===== src/rtl/shift_seq_ctrl_pkg.sv =====
// ---------------------------------------------------------------------------
// shift_seq_ctrl_pkg
//   Shared definitions for the multi-cycle shifter controller.
//   Holds the shift-mode encodings (as seen on the mode input) and the
//   controller state encoding.
// ---------------------------------------------------------------------------
package shift_seq_ctrl_pkg;

    // Shift mode encodings. The fourth code (2'b11) is reserved and is
    // treated exactly like SH_LOG by the datapath.
    localparam logic [1:0] SH_LOG = 2'b00;
    localparam logic [1:0] SH_ARI = 2'b01;
    localparam logic [1:0] SH_ROT = 2'b10;

    // Direction encoding shared with the shift1 stage.
    localparam logic DIR_LEFT  = 1'b0;
    localparam logic DIR_RIGHT = 1'b1;

    // Controller states.
    typedef enum logic [1:0] {
        ST_IDLE  = 2'b00,
        ST_SHIFT = 2'b01,
        ST_DONE  = 2'b10
    } state_t;

endpackage


===== src/rtl/shift_seq_ctrl_shift1.sv =====
// ---------------------------------------------------------------------------
// shift1
//   Combinational one-bit shifter with zero fill. Fill-bit patching for
//   arithmetic and rotate modes is left to the instantiating block.
//
//   Ports
//     a    in  W   operand
//     dir  in  1   0 = left, 1 = right
//     y    out W   a shifted by one position, vacated bit = 0
// ---------------------------------------------------------------------------
module shift1 #(
    parameter int W = 8
) (
    input  logic [W-1:0] a,
    input  logic         dir,
    output logic [W-1:0] y
);

    always_comb begin
        if (dir) begin
            y = {1'b0, a[W-1:1]};
        end else begin
            y = {a[W-2:0], 1'b0};
        end
    end

endmodule


===== src/rtl/shift_seq_ctrl.sv =====
// ---------------------------------------------------------------------------
// shift_seq_ctrl
//   Multi-cycle shifter. On an accepted start it latches the operand,
//   direction and mode, then applies one 1-bit step per clock until the
//   effective count is exhausted, and presents the result with a one-cycle
//   done pulse. Sits between the ALU opcode decoder and the result mux.
//
//   Ports
//     clk    in  1    clock, all state changes on posedge
//     rst    in  1    synchronous active-high reset
//     start  in  1    request, accepted when busy=0 (IDLE or DONE)
//     dir    in  1    0 = left, 1 = right
//     mode   in  2    00 logical, 01 arithmetic, 10 rotate, 11 = logical
//     amt    in  AW   shift amount
//     a      in  W    operand
//     y      out W    result, valid with done, held until the next result
//     busy   out 1    high while shifting
//     done   out 1    one-cycle pulse when y is updated
// ---------------------------------------------------------------------------
module shift_seq_ctrl
    import shift_seq_ctrl_pkg::*;
#(
    parameter int W  = 8,
    parameter int AW = $clog2(W) + 1
) (
    input  logic          clk,
    input  logic          rst,
    input  logic          start,
    input  logic          dir,
    input  logic [1:0]    mode,
    input  logic [AW-1:0] amt,
    input  logic [W-1:0]  a,
    output logic [W-1:0]  y,
    output logic          busy,
    output logic          done
);

    state_t        state, state_nxt;
    logic [W-1:0]  work;
    logic [AW-1:0] cnt;
    logic          dir_q;
    logic [1:0]    mode_q;

    logic          accept;
    logic [AW-1:0] n_eff;
    logic [W-1:0]  sh_out;
    logic [W-1:0]  step_out;
    logic          last_step;

    // A new request is taken whenever we are not mid-shift, which lets a
    // start coincide with the done cycle without an idle bubble.
    assign accept    = start && (state != ST_SHIFT);
    assign last_step = (cnt == AW'(1));

    // Effective step count. Rotations wrap modulo W; shifts saturate at W
    // since anything beyond W steps yields the same fully-filled value.
    // W < 2^AW always holds, so W fits in the counter.
    always_comb begin
        n_eff = amt;
        if (mode == SH_ROT) begin
            n_eff = AW'(amt % W);
        end else if (amt > AW'(W)) begin
            n_eff = AW'(W);
        end
    end

    // -----------------------------------------------------------------------
    // Data step: zero-fill shifter plus local fill-bit patching
    // -----------------------------------------------------------------------
    shift1 #(.W(W)) u_shift1 (
        .a   (work),
        .dir (dir_q),
        .y   (sh_out)
    );

    always_comb begin
        step_out = sh_out;
        if (mode_q == SH_ROT) begin
            // Bit shifted out re-enters at the vacated end.
            if (dir_q == DIR_RIGHT) begin
                step_out[W-1] = work[0];
            end else begin
                step_out[0] = work[W-1];
            end
        end else if ((mode_q == SH_ARI) && (dir_q == DIR_RIGHT)) begin
            // Sign extension; arithmetic left is identical to logical left.
            step_out[W-1] = work[W-1];
        end
    end

    // -----------------------------------------------------------------------
    // FSM: state register
    // -----------------------------------------------------------------------
    always_ff @(posedge clk) begin
        if (rst) begin
            state <= ST_IDLE;
        end else begin
            state <= state_nxt;
        end
    end

    // -----------------------------------------------------------------------
    // FSM: next-state logic
    // -----------------------------------------------------------------------
    always_comb begin
        state_nxt = state;
        case (state)
            ST_IDLE, ST_DONE: begin
                if (accept) begin
                    state_nxt = (n_eff == '0) ? ST_DONE : ST_SHIFT;
                end else begin
                    state_nxt = ST_IDLE;
                end
            end
            ST_SHIFT: begin
                if (last_step) begin
                    state_nxt = ST_DONE;
                end
            end
            default: state_nxt = ST_IDLE;
        endcase
    end

    // -----------------------------------------------------------------------
    // FSM: outputs
    // -----------------------------------------------------------------------
    always_comb begin
        busy = 1'b0;
        done = 1'b0;
        case (state)
            ST_SHIFT: busy = 1'b1;
            ST_DONE:  done = 1'b1;
            default: begin
                busy = 1'b0;
                done = 1'b0;
            end
        endcase
    end

    // -----------------------------------------------------------------------
    // Datapath: work register, down-counter, latched controls, result
    // -----------------------------------------------------------------------
    // y is written only on the edge that enters DONE, so it keeps the prior
    // result throughout a shift and matches work during the DONE cycle.
    always_ff @(posedge clk) begin
        if (rst) begin
            work   <= '0;
            cnt    <= '0;
            dir_q  <= 1'b0;
            mode_q <= SH_LOG;
            y      <= '0;
        end else if (accept) begin
            work   <= a;
            cnt    <= n_eff;
            dir_q  <= dir;
            mode_q <= mode;
            if (n_eff == '0) begin
                y <= a;
            end
        end else if (state == ST_SHIFT) begin
            work <= step_out;
            cnt  <= cnt - AW'(1);
            if (last_step) begin
                y <= step_out;
            end
        end
    end

endmodule


===== config.mk =====
export PLATFORM = sky130hd
export DESIGN_NAME = shift_seq_ctrl
export DESIGN_NICKNAME = d
export VERILOG_FILES = /design/src/rtl/shift_seq_ctrl_pkg.sv /design/src/rtl/shift_seq_ctrl_shift1.sv /design/src/rtl/shift_seq_ctrl.sv
export SDC_FILE = /design/constraint.sdc
export NUM_CORES = 1
export LEC_CHECK = 0
export CORE_MARGIN = 2
export CORE_UTILIZATION = 45
export CTS_CLUSTER_SIZE = 28
export DETAILED_ROUTE_END_ITERATION = 8
export MAX_ROUTING_LAYER = met4
export PLACE_DENSITY = 0.78
export SLEW_MARGIN = 10
export SYNTH_ARGS = -nofsm -noshare
export SYNTH_HDL_FRONTEND = slang
export SYNTH_SLANG_ARGS = --single-unit

===== constraint.sdc =====
create_clock -name clk -period 1.89 [get_ports clk]
set_clock_uncertainty 0.1 [all_clocks]
set_input_delay 0.378 -clock clk [delete_from_list [all_inputs] [get_ports clk]]
set_output_delay 0.378 -clock clk [all_outputs]
set_load 0.01 [all_outputs]

## Word-level counts from Yosys, hierarchy flattened

Index checks and enable logic that the tools add are counted.

| storage, ports and cells | value |
|---|---|
| flip-flop bits (word level) | 25 |
| word-level logic and storage cells | 47 |
| input port bits | 18 |
| output and inout bits | 10 |

| cells by class | value |
|---|---|
| reductions and logical operators | 8 |
| add/sub/neg operators | 1 |
| magnitude comparators | 1 |
| eq/ne operators | 9 |
| multiplexer cells | 22 |

Operators with widths:

| kind | number |
|---|---|
| $mux W8 | 7 |
| $mux W4 | 4 |
| $mux W1 | 7 |
| $eq A2 B2 Y1 const B | 3 |
| $mux W2 | 3 |
| $eq A2 B1 Y1 const B | 2 |
| $eq A4 B1 Y1 const B | 1 |
| $gt A4 B4 Y1 const B | 1 |
| $logic_not A4 Y1 | 1 |
| $ne A2 B1 Y1 const B | 2 |
| $pmux W2 S2 | 1 |
| $reduce_bool A2 Y1 | 2 |
| $sub A4 B1 Y4 const B | 1 |
| $reduce_and A3 Y1 | 1 |
| $logic_and A1 B1 Y1 | 2 |
| $logic_not A2 Y1 | 1 |
| $ne A2 B2 Y1 const B | 1 |
| $reduce_or A2 Y1 | 1 |

## Depth between registers and ports, before layout

| depth | value |
|---|---|
| depth in word-level cells | 7 |
| gate-level depth with buffers | 7 |
| depth with buffers taken out | 6 |

## By module

Synthesis repeated with hierarchy kept, for this count alone.

| unflattened totals | value |
|---|---|
| cells, all modules | 163 |
| area, all modules | 1,442.6 um2 |

By module, submodules not included:

| module | cells each | instances | area an instance (um2) | seq. area each (um2) |
|---|---|---|---|---|
| shift_seq_ctrl | 154 | 1 | 1,325.0 | 500.5 |
| shift1 | 9 | 1 | 117.6 | 0.0 |

## Least setup slack after synthesis

OpenSTA, ideal clock, no wires.

| timing path | value |
|---|---|
| path kind | input -> register |
| start point | in amt[0] |
| end point | reg y[0] |
| buffers on the path | 1 |
| stages | 5 |
| setup time | 66 ps |
| required time | 1,724 ps |
| path slack | 45 ps |
| arrival | 1,679 ps |
| cell sequence | or3_4 a2111o_1 buf_6 a211o_1 a21oi_2 |

| on the way | value |
|---|---|
| longest elaborated chain between the ends | 6 |

Ends and longest elaborated chain:

| item | RTL line | text |
|---|---|---|
| start: declaration | shift_seq_ctrl.sv:31 | `input logic [AW-1:0] amt,` |
| $gt A4 B4 Y1 | shift_seq_ctrl.sv:62 | `end else if (amt > AW'(W)) begin` |
| $mux W4 | shift_seq_ctrl.sv:62 |  |
| $mux W4 * | shift_seq_ctrl.sv:60 | `if (mode == SH_ROT) begin` |
| $logic_not A4 Y1 * | shift_seq_ctrl.sv:157 | `if (n_eff == '0) begin` |
| $ne A2 B1 Y1 (no line) * | - |  |
| $reduce_and A3 Y1 (no line) * | - |  |
| end signal: assignment | shift_seq_ctrl.sv:164 | `y <= step_out;` |
| end: declaration | shift_seq_ctrl.sv:33 | `output logic [W-1:0] y,` |

Every way passes the cells marked *; elsewhere a longest branch is shown, timed or not.
A chain may end at the register's enable or synchronous reset.

## Worst setup path in the final report

| timing path | value |
|---|---|
| start point | in amt[0] |
| end point | reg y[3] |

Same word-level chain as after synthesis.

==> flow_metrics.env <==
export IMPL_status="complete, but fails checks"
export IMPL_violations="design-rule violations"
export IMPL_path_clk_slew_ns=0.14
export IMPL_criticalPathCategory="input pin to flip-flop"
export IMPL_min_period_ns=1.83
export IMPL_crit_chain="clkdlybuf4s50_1 -> or3_4 -> a2111o_1 -> a221o_2 -> o21ai_0"
export IMPL_syn_to_final_growth_pct=28.1
export IMPL_p_int_w=0.000783
export IMPL_tns_ns=0
export IMPL_core_rowCount=19
export IMPL_regToRegEndpoint="y[1]"
export IMPL_yosysSeqAreaShare_pct=37.1
export IMPL_slew_headroom_pct=70.7
export IMPL_grt_pass1_vias=1255
export IMPL_cp_required_ns=2.05
export IMPL_crit_arrival_ns=1.99
export IMPL_pwr_share_clk_pct=22.2
export IMPL_grt_max_degree=20
export IMPL_insertion_delay_ns=0.32
export IMPL_yosys_warnings=0
export IMPL_finalMaxSlewViolations=0
export IMPL_cts_root_buffer_cell="clkbuf_4"
export IMPL_fillers=249
export IMPL_vias=1347
export IMPL_rrSetupSlack_ns=0.13
export IMPL_postLayoutCoreUtil_pct=61.6
export IMPL_power_density_nw_per_um2=648
export IMPL_synth_edf_count=0
export IMPL_synthTopCellsByArea="dfxtp_1 (37%), nand2_1 (7.0%), o21ai_0 (5.9%)"
export IMPL_seqPwrFrac_pct=52.9
export IMPL_finalWirelength_um=3520
export IMPL_hold_buffers=0
export IMPL_grt_total_usage_pct=21.1
export IMPL_max_vdd_ir_drop_mv=0.432
export IMPL_synth_flop_cell="dfxtp_1"
export IMPL_fmax_mhz=548
export IMPL_worstPathMaxFanout=5
export IMPL_dpl_worst_slack_ns=-0.483
export IMPL_final_net_count=219
export IMPL_postSynthAreaPerCell_um2=8.22
export IMPL_hold_viol=0
export IMPL_stdcell_area_um2=1730
export IMPL_clock_path_buffers=2
export IMPL_dieArea_um2=3450
export IMPL_fp_dieH_um=58.7
export IMPL_initial_core_util_pct=48.1
export IMPL_ys_ff_latch=25
export IMPL_path_buf_inv=1
export IMPL_syn_area_um2=1350
export IMPL_gr_total_overflow=0
export IMPL_async_flop_share_pct=0
export IMPL_maxCapViolCount=0
export IMPL_final_cell_mix="nand2_1 (25), dfxtp_1 (25), clkdlybuf4s50_1 (24), o21ai_0 (16), a21oi_1 (14)"
export IMPL_hold_start="amt[1]"
export IMPL_gp_congestion=0.800
export IMPL_dpl_cell_area_um2=1690
export IMPL_drtAntennaViolNets=0
export IMPL_rsz0062_at_grt="no"
export IMPL_yosys_area_top_type_share_pct=37.1
export IMPL_h_tree_depth=1
export IMPL_setup_viol=0
export IMPL_post_dp_hpwl_um=2560
export IMPL_hp_class="input pin to flip-flop"
export IMPL_multi_input_area_um2=759
export IMPL_setup_ws_ns=0.0639
export IMPL_port_buffers=27
export IMPL_antenna_cells=0
export IMPL_cts_buffers=3
export IMPL_core_area_um2=2810
export IMPL_power_share_combinational_pct=25.0
export IMPL_rr_worst_depth=5
export IMPL_critPathMaxStageDelay_ns=0.43
export IMPL_antenna_found_initial=0
export IMPL_drtPass1Iterations=6
export IMPL_grt_pass1_wl_um=5410
export IMPL_leakage_nw=0.647
export IMPL_critPathSlowestCell="clkdlybuf4s50_1"
export IMPL_end_kind="flip-flop"
export IMPL_wl_per_cell_um=15.4
export IMPL_switchingPower_w=0.000336
export IMPL_viasPerCell=5.88
export IMPL_synth_nets=184
export IMPL_r2r_start="cnt[0]"
export IMPL_ioPinCount=28
export IMPL_cts_tree="built"
export IMPL_yosysTopAreaCell="dfxtp_1"
export IMPL_die_w_um=58.7
export IMPL_post_route_period_util_pct=96.6
export IMPL_critical_path_top_delay_family="compound AO/OA/AOI/OAI gates"
export IMPL_first_iter_violations=91
export IMPL_holdPathEnd="cnt[1]"
export IMPL_netSwitchingFraction_pct=30.0
export IMPL_seq_area_um2=500
export IMPL_synth_cell_types=39
export IMPL_tightest_slew_ns=0.439
export IMPL_critPathLaunchType="input pin"
export IMPL_clock_sinks=25
export IMPL_holdPathStages=3
export IMPL_drc=1
export IMPL_drive_above_1_share_pct=15.7
export IMPL_syn_inst=164
-- layer usage --
layer	up-vias	routed length [µm]	GRT usage (%)
li1	667	-	-
met1	629	1530	25.6
met2	45	1700	35.4
met3	6	235	3.96
met4	0	61	6.17
met5	-	0	-
-- through the flow --
| step | hold WS, ns | instances | power (W) |
|---|---|---|---|
| after floorplan | 0.339 | 164 | 0.000764 |
| after global placement | 0.345 | 224 | 0.000866 |
| after detailed placement | 0.354 | 224 | 0.000877 |
| after CTS | 0.342 | 229 | 0.00112 |
| after global routing | 0.377 | 229 | 0.00118 |
| final | 0.339 | 229 | 0.00112 |
-- what timing repair did --
item                                    CTS  global route
resized for setup                         4             0
endpoints found under the setup margin    9             6
buffers inserted                          0             0
pin swaps                                 3             2
cloned                                    1             0
-- logic make-up after synthesis --
kind of cell / share of synthesized area, %
simple gates: 20.2
flops: 37.1
buf+inv: 7.42
mux: 5.75
fa+ha+maj: 1.85
compound gates: 27.6
-- layout make-up --
cell class                      count  share of cell area [%]
Sequential cell                    25                    29.0
Clock buffer                        4                    1.52
Multi-Input combinational cell    122                    44.0
Timing Repair Buffer               40                    21.8
Tap cell                           31                    2.24
Inverter                            7                    1.52
-- Yosys cell counts (2+ instances only) --
master / count
dfxtp_1: 25
nand2_1: 25
o21ai_0: 16
a21oi_1: 14
nand3_1: 9
nor2_1: 9
inv_1: 7
a21o_1: 6
mux2_2: 6
a221o_2: 4
clkbuf_1: 4
buf_6: 3
nand2b_1: 3
nor3_1: 3
a221o_1: 2
a221oi_1: 2
a31oi_1: 2
ha_1: 2
nand4b_1: 2
-- worst reg2reg max path: cells and delay by family, from the launching register on --
| kind | cells | cell delay, ns |
|---|---|---|
| DFF | 1 | 0.42 |
| AOI/OAI and AO/OA | 2 | 0.50 |
| and+or+nand+nor | 2 | 0.50 |
| adders and majority gates | 1 | 0.19 |
-- state kept, by name (all words and copies together) (netlist names) --
signal / count
y: 8
dir_q: 1
work: 8
cnt: 4
mode_q: 2
state: 2
-- power by group through the flow --
| stage | logic, W | clock network (W) | registers (W) |
|---|---|---|---|
| CTS | 0.000277 | 0.000253 | 0.000591 |
| global route | 0.000304 | 0.000276 | 0.000596 |
| floorplan | 0.000171 | 0 | 0.000593 |
| global placement | 0.000266 | 0 | 0.000600 |
| detailed placement | 0.000275 | 0 | 0.000602 |
| finish | 0.000279 | 0.000248 | 0.000592 |
-- worst max-delay path by stage --
stage / cells after the start / slack (ns) / end / from
5_1_grt: 5 / 0.003 / y[7] / cnt[0]
3_3_place_gp: 5 / -0.44 / y[3] / amt[0]
6_report: 5 / 0.06 / y[3] / amt[0]
4_1_cts: 5 / 0.02 / y[3] / amt[0]
2_1_floorplan: 5 / 0.05 / y[0] / amt[0]
3_5_place_dp: 5 / -0.48 / y[1] / amt[0]
No activity file was read; power rests on OpenSTA's default activity.
